===== config.mk =====
export PLATFORM = sky130hd
export DESIGN_NAME = multicycle_arith_unit
export DESIGN_NICKNAME = d
export VERILOG_FILES = /design/src/rtl/arith_pkg.sv /design/src/rtl/seq_muldiv_core.sv /design/src/rtl/multicycle_arith_unit.sv
export SDC_FILE = /design/constraint.sdc
export NUM_CORES = 1
export LEC_CHECK = 0
export CAP_MARGIN = 20
export CORE_AREA = 4 4 127 129
export CTS_CLUSTER_DIAMETER = 120
export DETAILED_ROUTE_END_ITERATION = 8
export DIE_AREA = 0 0 131 133
export PLACE_DENSITY = 0.6
export SYNTH_ARGS = -nofsm -noshare
export SYNTH_HDL_FRONTEND = slang
export SYNTH_SLANG_ARGS = --single-unit

===== constraint.sdc =====
create_clock -name i_clk -period 4.7 [get_ports i_clk]
set_clock_uncertainty 0.15 [all_clocks]
set_input_delay 0.47 -clock i_clk [delete_from_list [all_inputs] [get_ports i_clk]]
set_output_delay 0.47 -clock i_clk [all_outputs]
set_load 0.1 [all_outputs]

===== src/rtl/arith_pkg.sv =====
// arith_pkg: opcodes, status bit positions and FSM states shared by multicycle_arith_unit
// and its iterative multiply/divide core.
package arith_pkg;

    localparam logic [2:0] OP_ADD = 3'b000;
    localparam logic [2:0] OP_SLT = 3'b001;
    localparam logic [2:0] OP_MUL = 3'b010;
    localparam logic [2:0] OP_DIV = 3'b011;
    localparam logic [2:0] OP_ABS = 3'b100;
    localparam logic [2:0] OP_REM = 3'b101;

    localparam int ST_OVF  = 0;
    localparam int ST_ZERO = 1;
    localparam int ST_NEG  = 2;
    localparam int ST_ERR  = 3;

    typedef enum logic [1:0] {
        IDLE,
        BUSY,
        DONE
    } state_t;

endpackage


===== src/rtl/seq_muldiv_core.sv =====
// seq_muldiv_core: unsigned magnitude shift-add multiplier and restoring divider, one step per clock.
// The remainder output exists only when ARITH_REM_EN is defined.
module seq_muldiv_core #(
    parameter int M = 8
) (
    input  logic           clk,
    input  logic           rst,
    input  logic           start,
    input  logic [M-1:0]   mag_a,
    input  logic [M-1:0]   mag_b,
    output logic           done,
    output logic [2*M-1:0] product,
    output logic [M-1:0]   quotient
`ifdef ARITH_REM_EN
    ,
    output logic [M-1:0]   remainder
`endif
);

    localparam int CW = $clog2(M + 1);

    logic [CW-1:0]  cnt_q;
    logic [2*M-1:0] acc_q, acc_d;
    logic [2*M-1:0] mcand_q, mcand_d;
    logic [M-1:0]   mplier_q, mplier_d;
    logic [M-1:0]   quo_q, quo_d;
    logic [M-1:0]   rem_q, rem_d;
    logic [M-1:0]   dvsr_q;
    logic [M:0]     shifted;

    // Both engines step together; the caller picks whichever result it asked for.
    always_comb begin
        acc_d    = mplier_q[0] ? (acc_q + mcand_q) : acc_q;
        mcand_d  = mcand_q << 1;
        mplier_d = mplier_q >> 1;
        shifted  = {rem_q, quo_q[M-1]};
        if (shifted >= {1'b0, dvsr_q}) begin
            rem_d = shifted[M-1:0] - dvsr_q;
            quo_d = {quo_q[M-2:0], 1'b1};
        end else begin
            rem_d = shifted[M-1:0];
            quo_d = {quo_q[M-2:0], 1'b0};
        end
    end

    always_ff @(posedge clk or posedge rst) begin
        if (rst) begin
            cnt_q    <= '0;
            acc_q    <= '0;
            mcand_q  <= '0;
            mplier_q <= '0;
            quo_q    <= '0;
            rem_q    <= '0;
            dvsr_q   <= '0;
        end else if (start) begin
            cnt_q    <= CW'(M);
            acc_q    <= '0;
            mcand_q  <= {{M{1'b0}}, mag_b};
            mplier_q <= mag_a;
            quo_q    <= mag_a;
            rem_q    <= '0;
            dvsr_q   <= mag_b;
        end else if (cnt_q != '0) begin
            cnt_q    <= cnt_q - 1'b1;
            acc_q    <= acc_d;
            mcand_q  <= mcand_d;
            mplier_q <= mplier_d;
            quo_q    <= quo_d;
            rem_q    <= rem_d;
        end
    end

    // Outputs show the step being taken now, so the final values are ready on the last edge.
    assign done     = (cnt_q == CW'(1));
    assign product  = acc_d;
    assign quotient = quo_d;
`ifdef ARITH_REM_EN
    assign remainder = rem_d;
`endif

endmodule


===== src/rtl/multicycle_arith_unit.sv =====
// multicycle_arith_unit: signed ALU with valid/ready handshake and iterative MUL/DIV.
// Define ARITH_REM_EN to enable opcode 101 (REM) from the divide engine.
module multicycle_arith_unit
    import arith_pkg::*;
#(
    parameter int N = 3,
    parameter int M = 8
) (
    input  logic         i_clk,
    input  logic         i_reset,
    input  logic         i_valid,
    output logic         o_ready,
    input  logic [N-1:0] i_op,
    input  logic [M-1:0] i_arg_A,
    input  logic [M-1:0] i_arg_B,
    output logic         o_valid,
    output logic [M-1:0] o_result,
    output logic [3:0]   o_status
);

    state_t state_q, state_d;

    logic signed [M-1:0] a_s, b_s, sum, abs_a, abs_b;
    logic                accept, is_mul, is_div, is_multi;
    logic signed [M-1:0] sc_res;
    logic                sc_err, sc_ovf;

    logic                mul_q, neg_q, bz_q;
    logic                core_done;
    logic [2*M-1:0]      product;
    logic [M-1:0]        quotient;
    logic signed [2*M-1:0] prod_s;
    logic signed [M-1:0] quo_s, fin_res;
    logic                fin_err, fin_ovf;
`ifdef ARITH_REM_EN
    logic                is_rem, rem_q, sign_a_q;
    logic [M-1:0]        remainder;
`endif

    function automatic logic [3:0] make_status(input logic [M-1:0] res, input logic err,
                                               input logic ovf);
        logic [3:0] st;
        st          = '0;
        st[ST_ERR]  = err;
        st[ST_NEG]  = res[M-1];
        st[ST_ZERO] = (res == '0);
        st[ST_OVF]  = ovf;
        return st;
    endfunction

    assign a_s     = i_arg_A;
    assign b_s     = i_arg_B;
    assign o_ready = (state_q == IDLE) && !i_reset;
    assign o_valid = (state_q == DONE);
    assign accept  = i_valid && o_ready;

    always_ff @(posedge i_clk or posedge i_reset) begin
        if (i_reset) state_q <= IDLE;
        else         state_q <= state_d;
    end

    always_comb begin
        state_d = state_q;
        case (state_q)
            IDLE:    if (i_valid) state_d = is_multi ? BUSY : DONE;
            BUSY:    if (core_done) state_d = DONE;
            DONE:    state_d = IDLE;
            default: state_d = IDLE;
        endcase
    end

    // Decode and single-cycle datapath, evaluated on the live inputs at the accept edge.
    always_comb begin
        is_mul   = (i_op == N'(OP_MUL));
        is_div   = (i_op == N'(OP_DIV));
`ifdef ARITH_REM_EN
        is_rem   = (i_op == N'(OP_REM));
        is_multi = is_mul || is_div || is_rem;
`else
        is_multi = is_mul || is_div;
`endif
        sum    = a_s + b_s;
        abs_a  = a_s[M-1] ? -a_s : a_s;
        abs_b  = b_s[M-1] ? -b_s : b_s;
        sc_res = '0;
        sc_err = 1'b0;
        sc_ovf = 1'b0;
        case (i_op)
            N'(OP_ADD): begin
                sc_res = sum;
                sc_ovf = (a_s[M-1] == b_s[M-1]) && (sum[M-1] != a_s[M-1]);
            end
            N'(OP_SLT): sc_res[0] = (a_s < b_s);
            N'(OP_ABS): begin
                sc_res = abs_a;
                sc_ovf = a_s[M-1] && abs_a[M-1];
            end
            N'(OP_MUL), N'(OP_DIV): sc_res = '0;
`ifdef ARITH_REM_EN
            N'(OP_REM): sc_res = '0;
`endif
            default: sc_err = 1'b1;
        endcase
    end

    seq_muldiv_core #(.M(M)) u_core (
        .clk      (i_clk),
        .rst      (i_reset),
        .start    (accept && is_multi),
        .mag_a    (abs_a),
        .mag_b    (abs_b),
        .done     (core_done),
        .product  (product),
`ifdef ARITH_REM_EN
        .remainder(remainder),
`endif
        .quotient (quotient)
    );

    // Sign fix-up of the magnitude results; a positive quotient with its MSB set is MIN / -1.
    always_comb begin
        prod_s  = neg_q ? -product : product;
        quo_s   = neg_q ? -quotient : quotient;
        fin_res = '0;
        fin_err = 1'b0;
        fin_ovf = 1'b0;
        if (mul_q) begin
            fin_res = prod_s[M-1:0];
            fin_ovf = (prod_s[2*M-1:M] != {M{prod_s[M-1]}});
        end
`ifdef ARITH_REM_EN
        else if (rem_q) begin
            if (bz_q) fin_err = 1'b1;
            else      fin_res = sign_a_q ? -remainder : remainder;
        end
`endif
        else if (bz_q) begin
            fin_err = 1'b1;
        end else begin
            fin_res = quo_s;
            fin_ovf = !neg_q && quotient[M-1];
        end
    end

    always_ff @(posedge i_clk or posedge i_reset) begin
        if (i_reset) begin
            o_result <= '0;
            o_status <= '0;
            mul_q    <= 1'b0;
            neg_q    <= 1'b0;
            bz_q     <= 1'b0;
`ifdef ARITH_REM_EN
            rem_q    <= 1'b0;
            sign_a_q <= 1'b0;
`endif
        end else if (accept) begin
            if (is_multi) begin
                mul_q    <= is_mul;
                neg_q    <= a_s[M-1] ^ b_s[M-1];
                bz_q     <= (b_s == '0);
`ifdef ARITH_REM_EN
                rem_q    <= is_rem;
                sign_a_q <= a_s[M-1];
`endif
            end else begin
                o_result <= sc_res;
                o_status <= make_status(sc_res, sc_err, sc_ovf);
            end
        end else if ((state_q == BUSY) && core_done) begin
            o_result <= fin_res;
            o_status <= make_status(fin_res, fin_err, fin_ovf);
        end
    end

endmodule


# --- Yosys cells after proc, flatten, opt, wreduce, memory -nomap -nowiden ---
# Index checks and enable logic that the tools add are counted.
totals:
  register_bits: 85
  inputBits: 22
  output_inout_bits: 14
  word_cells: 98
op_classes:
  n_addsub: 8
  magnitude_cmp: 2
  n_eq_ne: 13
  muxes: 39
  n_bitwise: 1
  n_reduce_logical: 22
op_table:
  columns: ["cell", "count"]
  rows:
  - ["$mux 8", 15]
  - ["$mux 16", 6]
  - ["$logic_not 8->1", 3]
  - ["$neg 8->8", 3]
  - ["$mux 4", 5]
  - ["$add 16x16->16", 1]
  - ["$neg 16->16", 1]
  - ["$pmux 7 s2", 1]
  - ["$ge 9x8->1", 1]
  - ["$add 8x8->8", 1]
  - ["$lt 8x8->1", 1]
  - ["$ne 8x8->1", 1]
  - ["$sub 8x8->8", 1]
  - ["$logic_and 1x1->1", 7]
  - ["$eq 3x2->1 const B", 2]
  - ["$mux 1", 6]
  - ["$mux 2", 3]
  - ["$ne 2x2->1 const B", 3]
  - ["$reduce_and 2->1", 3]
  - ["$reduce_or 5->1", 1]
  - ["$eq 4x1->1 const B", 1]
  - ["$pmux 2 s2", 1]
  - ["$reduce_bool 2->1", 2]
  - ["$reduce_bool 4->1", 1]
  - ["other kinds (14)", 15]

# --- Longest topological paths before layout ---
depth:
  ltp_word: 9
  ltp_mapped: 16
  ltp_nobuf: 14

# --- Hierarchy ---
# From an unflattened synthesis, not the netlist that was laid out.
unflattened:
  hier_cells: 840
  area_unflattened_um2: 6831.6
modules_own_cells:
  columns: ["module", "instances", "cells_each", "area_per_inst_um2", "seq_area_each_um2"]
  rows:
  - ["seq_muldiv_core", 1, 487, 4272.8, 1701.6]
  - ["multicycle_arith_unit", 1, 353, 2558.7, 400.4]

# --- Worst setup path before layout ---
# No wires, ideal clock.
synth_path:
  path_type: "input to register"
  startpoint: "input i_reset"
  endpoint: "register o_status[0]"
  setup_time_ps: 126
  arrival_time_ps: 4260
  t_required_ps: 4424
  slack_ps: 164
  path_stages: 11
  path_buffers: 1
  path_cell_list: "nor3_1 and2_1 buf_2 nand2_1 o31ai_1 inv_1 nand2_1 o211ai_1 nor4_1 nand4b_1 o311a_1"
synth_via:
  elab_chain_cells: 5
  word_cells_on_any_way: 7
  cone_classes: "1 x eq/ne; 1 x mux; 5 x reduce/logical"
synth_rtl:
  columns: ["element", "line_no", "source"]
  rows:
  - ["from (decl)", "multicycle_arith_unit.sv:10", "input logic i_reset,"]
  - ["$logic_not 1->1 (no line) (*)", null, null]
  - ["$logic_and 1x1->1 (*)", "multicycle_arith_unit.sv:53", "assign o_ready = (state_q == IDLE) && !i_reset;"]
  - ["$logic_and 1x1->1 (*)", "multicycle_arith_unit.sv:55", "assign accept = i_valid && o_ready;"]
  - ["$ne 2x2->1 (no line) or $reduce_bool 2->1 (tied branches)", null, null]
  - ["$reduce_and 2->1 (no line)", null, null]
  - ["to (signal assigned)", "multicycle_arith_unit.sv:167", "o_status <= make_status(sc_res, sc_err, sc_ovf);"]
  - ["to (signal assigned)", "multicycle_arith_unit.sv:171", "o_status <= make_status(fin_res, fin_err, fin_ovf);"]
  - ["to (decl)", "multicycle_arith_unit.sv:18", "output logic [3:0] o_status"]
# Mark *: on every way between the ends. The rest lies on a longest branch, timed or not.
# A chain may end at the register's enable or synchronous reset.

# --- Worst setup path in the final report ---
layout_path:
  startpoint: "register u_core.mcand_q[0]"
  endpoint: "register o_status[0]"
layout_via:
  elab_chain_cells: 8
layout_rtl:
  columns: ["element", "line_no", "source"]
  rows:
  - ["from (decl)", "seq_muldiv_core.sv:24", "logic [2*M-1:0] mcand_q, mcand_d;"]
  - ["from (signal assigned)", "seq_muldiv_core.sv:58", "mcand_q <= {{M{1'b0}}, mag_b};"]
  - ["from (signal assigned)", "seq_muldiv_core.sv:66", "mcand_q <= mcand_d;"]
  - ["$add 16x16->16 (*)", "seq_muldiv_core.sv:33", "acc_d = mplier_q[0] ? (acc_q + mcand_q) : acc_q;"]
  - ["$mux 16 (*)", "seq_muldiv_core.sv:33", null]
  - ["$neg 16->16", "multicycle_arith_unit.sv:122", "prod_s = neg_q ? -product : product;"]
  - ["$mux 16 (*)", "multicycle_arith_unit.sv:122", null]
  - ["$ne 8x8->1 (*)", "multicycle_arith_unit.sv:129", "fin_ovf = (prod_s[2*M-1:M] != {M{prod_s[M-1]}});"]
  - ["$mux 1 (*)", "multicycle_arith_unit.sv:127", "if (mul_q) begin"]
  - ["$mux 4 (*)", "multicycle_arith_unit.sv:169", "end else if ((state_q == BUSY) && core_done) begin"]
  - ["$mux 4 (*)", "multicycle_arith_unit.sv:156", "end else if (accept) begin"]
# Mark *: on every way between the ends. The rest lies on a longest branch, timed or not. The select of a mux whose other input is x is not followed.

==> results.cfg <==
[run_status]
status = finished, final reports clean

[synth]
synth_ff_type = sky130_fd_sc_hd__dfrtp_1
synth_async_sr_flop_share_pct = 100
yosys.cell_types.count = 76
synth_sequential_area_ratio_pct = 31.8
netlist_top_cells_area = sky130_fd_sc_hd__dfrtp_1, sky130_fd_sc_hd__ha_1, sky130_fd_sc_hd__nand2_1, sky130_fd_sc_hd__a21oi_1, sky130_fd_sc_hd__nor2_1
post_synth_inst_count = 809
yosys.area.top_type_share_pct = 31.8
ys_top_cells_by_count = sky130_fd_sc_hd__nand2_1, sky130_fd_sc_hd__dfrtp_1, sky130_fd_sc_hd__nor2_1
synth_area_sq_mm = 0.00661
postSynthRegisterBits = 84
avgSynthCellArea_sq_um = 8.17
synth-edff-count = 0
most_common_cell_in_the_netlist = sky130_fd_sc_hd__nand2_1
postSynthNetCount = 879
cell_accounting_for_the_most_synthesized_area = sky130_fd_sc_hd__dfrtp_1
synthesis.yosys.warnings = 0

[floorplan]
chipHeight_um = 133
num_rows = 45
die_width_um = 131
die_area_sq_mm = 0.0174
initial_core_util_pct = 44.0
core_sq_mm = 0.0150
io_pins = 36

[detailed_routing]
drc = 0
finalWirelength_um = 17200
antenna_left = 0
dr.pass1.iters = 5
avgRoutedWirePerCell_um = 17.0
dr_vias = 5856
detail_route.iter0.violations = 330
drt-vias-per-instance = 5.76

[power]
seq_power_share_pct = 23.9
design_power_total_uw = 5770
power_density_mw_per_mm2 = 775
ir_drop_uv = 359
cellLeakagePower_uw = 0.00328
pwr-share-clk_pct = 13.4
power.internal_uw = 2920
switching_share_of_power_pct = 49.4
comb_power_share_pct = 62.7
net-switching-power_uw = 2850

[global_route]
grt_pass1_vias = 5705
groute.usage.overall_pct = 20.4
largest_net_degree_at_the_start_of_global_routing = 58
grt_pass1_wl_um = 28700
grt_overflow = 0
grt_antenna_before_repair = 0

[clock_network]
cts_made_buffers = 9
number_of_clock_sinks = 84
depth_of_the_cts_h_tree = 3
clk_path_buf_depth = 2
postCtsSetupRepairBufs = 0
cts.repair.resized = 0
tritoncts_clock_tree = built
cts_hold_buf = 0
clkTransAtPathRegs_ns = 0.07
insertion_delay_ns = 0.35
cts_root_buf = sky130_fd_sc_hd__clkbuf_16

[setup_path]
critPathMaxFanout = 4
reg2regPathDepth = 14
setup.worst_path.class = reg2reg
critical_path.startpoint_type = register
cp_data_arrival_time_ns = 3.79
rrSetupSlack_ns = 1.00
worst_ep_required_time_ns = 4.79
endpoint_kind = register

[layout]
layout-drive-gt1-share_pct = 7.00
area_growth_pct = 12.6
diodes = 0
num-fill-cells = 1467
fin_nets = 893

[timing]
final_critical_path_setup_slack_ns = 1.00
min_period_ns = 3.70
final-setup-viol-count = 0
setup_total_negative_slack_ns = 0
timing.final.hold_violations = 0
rsz_0062_raised_after_global_routing = false
peak_clock_frequency_supported_by_timing_mhz = 270
worst_slew_margin_rel_pct = 34.1
final_min_period_over_clock_period_pct = 78.7
tightest_slew_ns = 0.985
final_max_slew_viols = 0

[placed_design]
gp_routability_congestion = 0.967
dp_worst_setup_slack_ns = 0.916
io_buffers = 35
detailed_placement_hpwl_um = 12900

[hold_path]
worst_min_delay_path_class = in2async

[run]
maximum_capacitance_violations = 0
==> worst paths after layout <==
| kind | from | end |
|---|---|---|
| min in group i_clk | o_result[0]$_DFFE_PP0P_ | o_result[0]$_DFFE_PP0P_ |
| max | u_core.mcand_q[0]$_DFFE_PP0P_ | o_status[0]$_DFFE_PP0P_ |
| min | i_reset | u_core.cnt_q[1]$_DFFE_PP0P_ |
| min reg2reg | o_result[0]$_DFFE_PP0P_ | o_result[0]$_DFFE_PP0P_ |
| max in group asynchronous | i_reset | u_core.mplier_q[3]$_DFFE_PP0P_ |
| max reg2reg | u_core.mcand_q[0]$_DFFE_PP0P_ | o_status[0]$_DFFE_PP0P_ |
==> worst max-delay path, stage by stage, from the launching register on <==
cell and delay [ns]:
sky130_fd_sc_hd__dfrtp_1 0.41, sky130_fd_sc_hd__ha_1 0.26, sky130_fd_sc_hd__fa_1 0.44, sky130_fd_sc_hd__mux2i_1 0.29, sky130_fd_sc_hd__ha_1 0.27, sky130_fd_sc_hd__inv_1 0.05, sky130_fd_sc_hd__a211oi_1 0.17, sky130_fd_sc_hd__and3_1 0.24
sky130_fd_sc_hd__and4_1 0.29, sky130_fd_sc_hd__nand4b_2 0.19, sky130_fd_sc_hd__o21ai_1 0.18, sky130_fd_sc_hd__a32oi_1 0.11, sky130_fd_sc_hd__nor4_1 0.28, sky130_fd_sc_hd__nand4b_1 0.13, sky130_fd_sc_hd__o311a_1 0.14
==> sequential cells by signal, summed over array words and instances (netlist names) <==
name,cells
neg_q,1
u_core.dvsr_q,8
u_core.cnt_q,4
mul_q,1
u_core.mcand_q,16
u_core.acc_q,16
u_core.quo_q,8
u_core.mplier_q,8
o_status,4
state_q,2
o_result,7
u_core.rem_q,8
bz_q,1
==> layer usage <==
metal  global-route usage [%]  wire length, um
met3                     2.79              362
met1                     27.0             8070
met2                     34.8             8630
met4                     4.86              162
met5                        0                0
==> layout make-up <==
type                    count  area (sq um)  area share (%)
multi-input cells         636          4170            56.1
flip-flops and latches     84          2100            28.2
repair buffers             46           445            5.98
well taps                 188           235            3.16
clock buffers               9           225            3.02
inverters                  46           174            2.34
clock inverters             7          90.1            1.21
==> layout by cell type, fill, tap and decap left out, drive strengths merged, types with 6 or more instances in the layout <==
| cell type | Yosys | layout |
|---|---|---|
| nand2b | 11 | 11 |
| nor2 | 80 | 80 |
| inv | 46 | 50 |
| xnor2 | 30 | 30 |
| o21ai | 31 | 31 |
| dfrtp | 84 | 84 |
| buf | 11 | 11 |
| or3 | 6 | 6 |
| a31oi | 25 | 25 |
| a21o | 6 | 6 |
| mux2i | 12 | 12 |
| nor2b | 12 | 12 |
| nand3 | 13 | 13 |
| a211oi | 24 | 24 |
| o31ai | 8 | 8 |
| a21oi | 63 | 63 |
| clkdlybuf4s50 | 0 | 35 |
| clkbuf | 32 | 9 |
| nand2 | 121 | 121 |
| xor2 | 12 | 12 |
| o21a | 10 | 10 |
| and3 | 14 | 14 |
| ha | 45 | 45 |
| o211ai | 11 | 11 |
| nor3 | 19 | 19 |
==> kinds of logic (layout without fill, tap and decap cells) <==
group	after synthesis	after routing	synth area share, %
xor gates and xnor gates	43	43	5.90
adders and majority gates	48	48	9.42
muxes	18	18	3.20
DFF	84	84	31.8
buffers and inverters	89	108	5.32
AOI/OAI and AO/OA	219	219	22.6
and+or+nand+nor	308	308	21.8
==> power groups by stage <==
stage | Clock, uW | Sequential (uW) | Combinational (uW)
after floorplan | 0 | 1600 | 2620
after global placement | 0 | 1380 | 3530
after detailed placement | 0 | 1390 | 3590
after CTS | 790 | 1380 | 3620
after global routing | 817 | 1430 | 4020
final | 772 | 1380 | 3620
==> per-stage QoR <==
stage	hold slack (ns)	cells	util, %	area, sq um
2_1_floorplan	0.302	809	-	6610
3_3_place_gp	0.321	998	47.2	7100
3_5_place_dp	0.325	998	47.2	7100
4_1_cts	0.341	1014	49.3	7420
5_1_grt	0.350	1016	49.5	7450
6_report	0.305	1016	49.5	7450
Power figures use the tool's default switching activity.
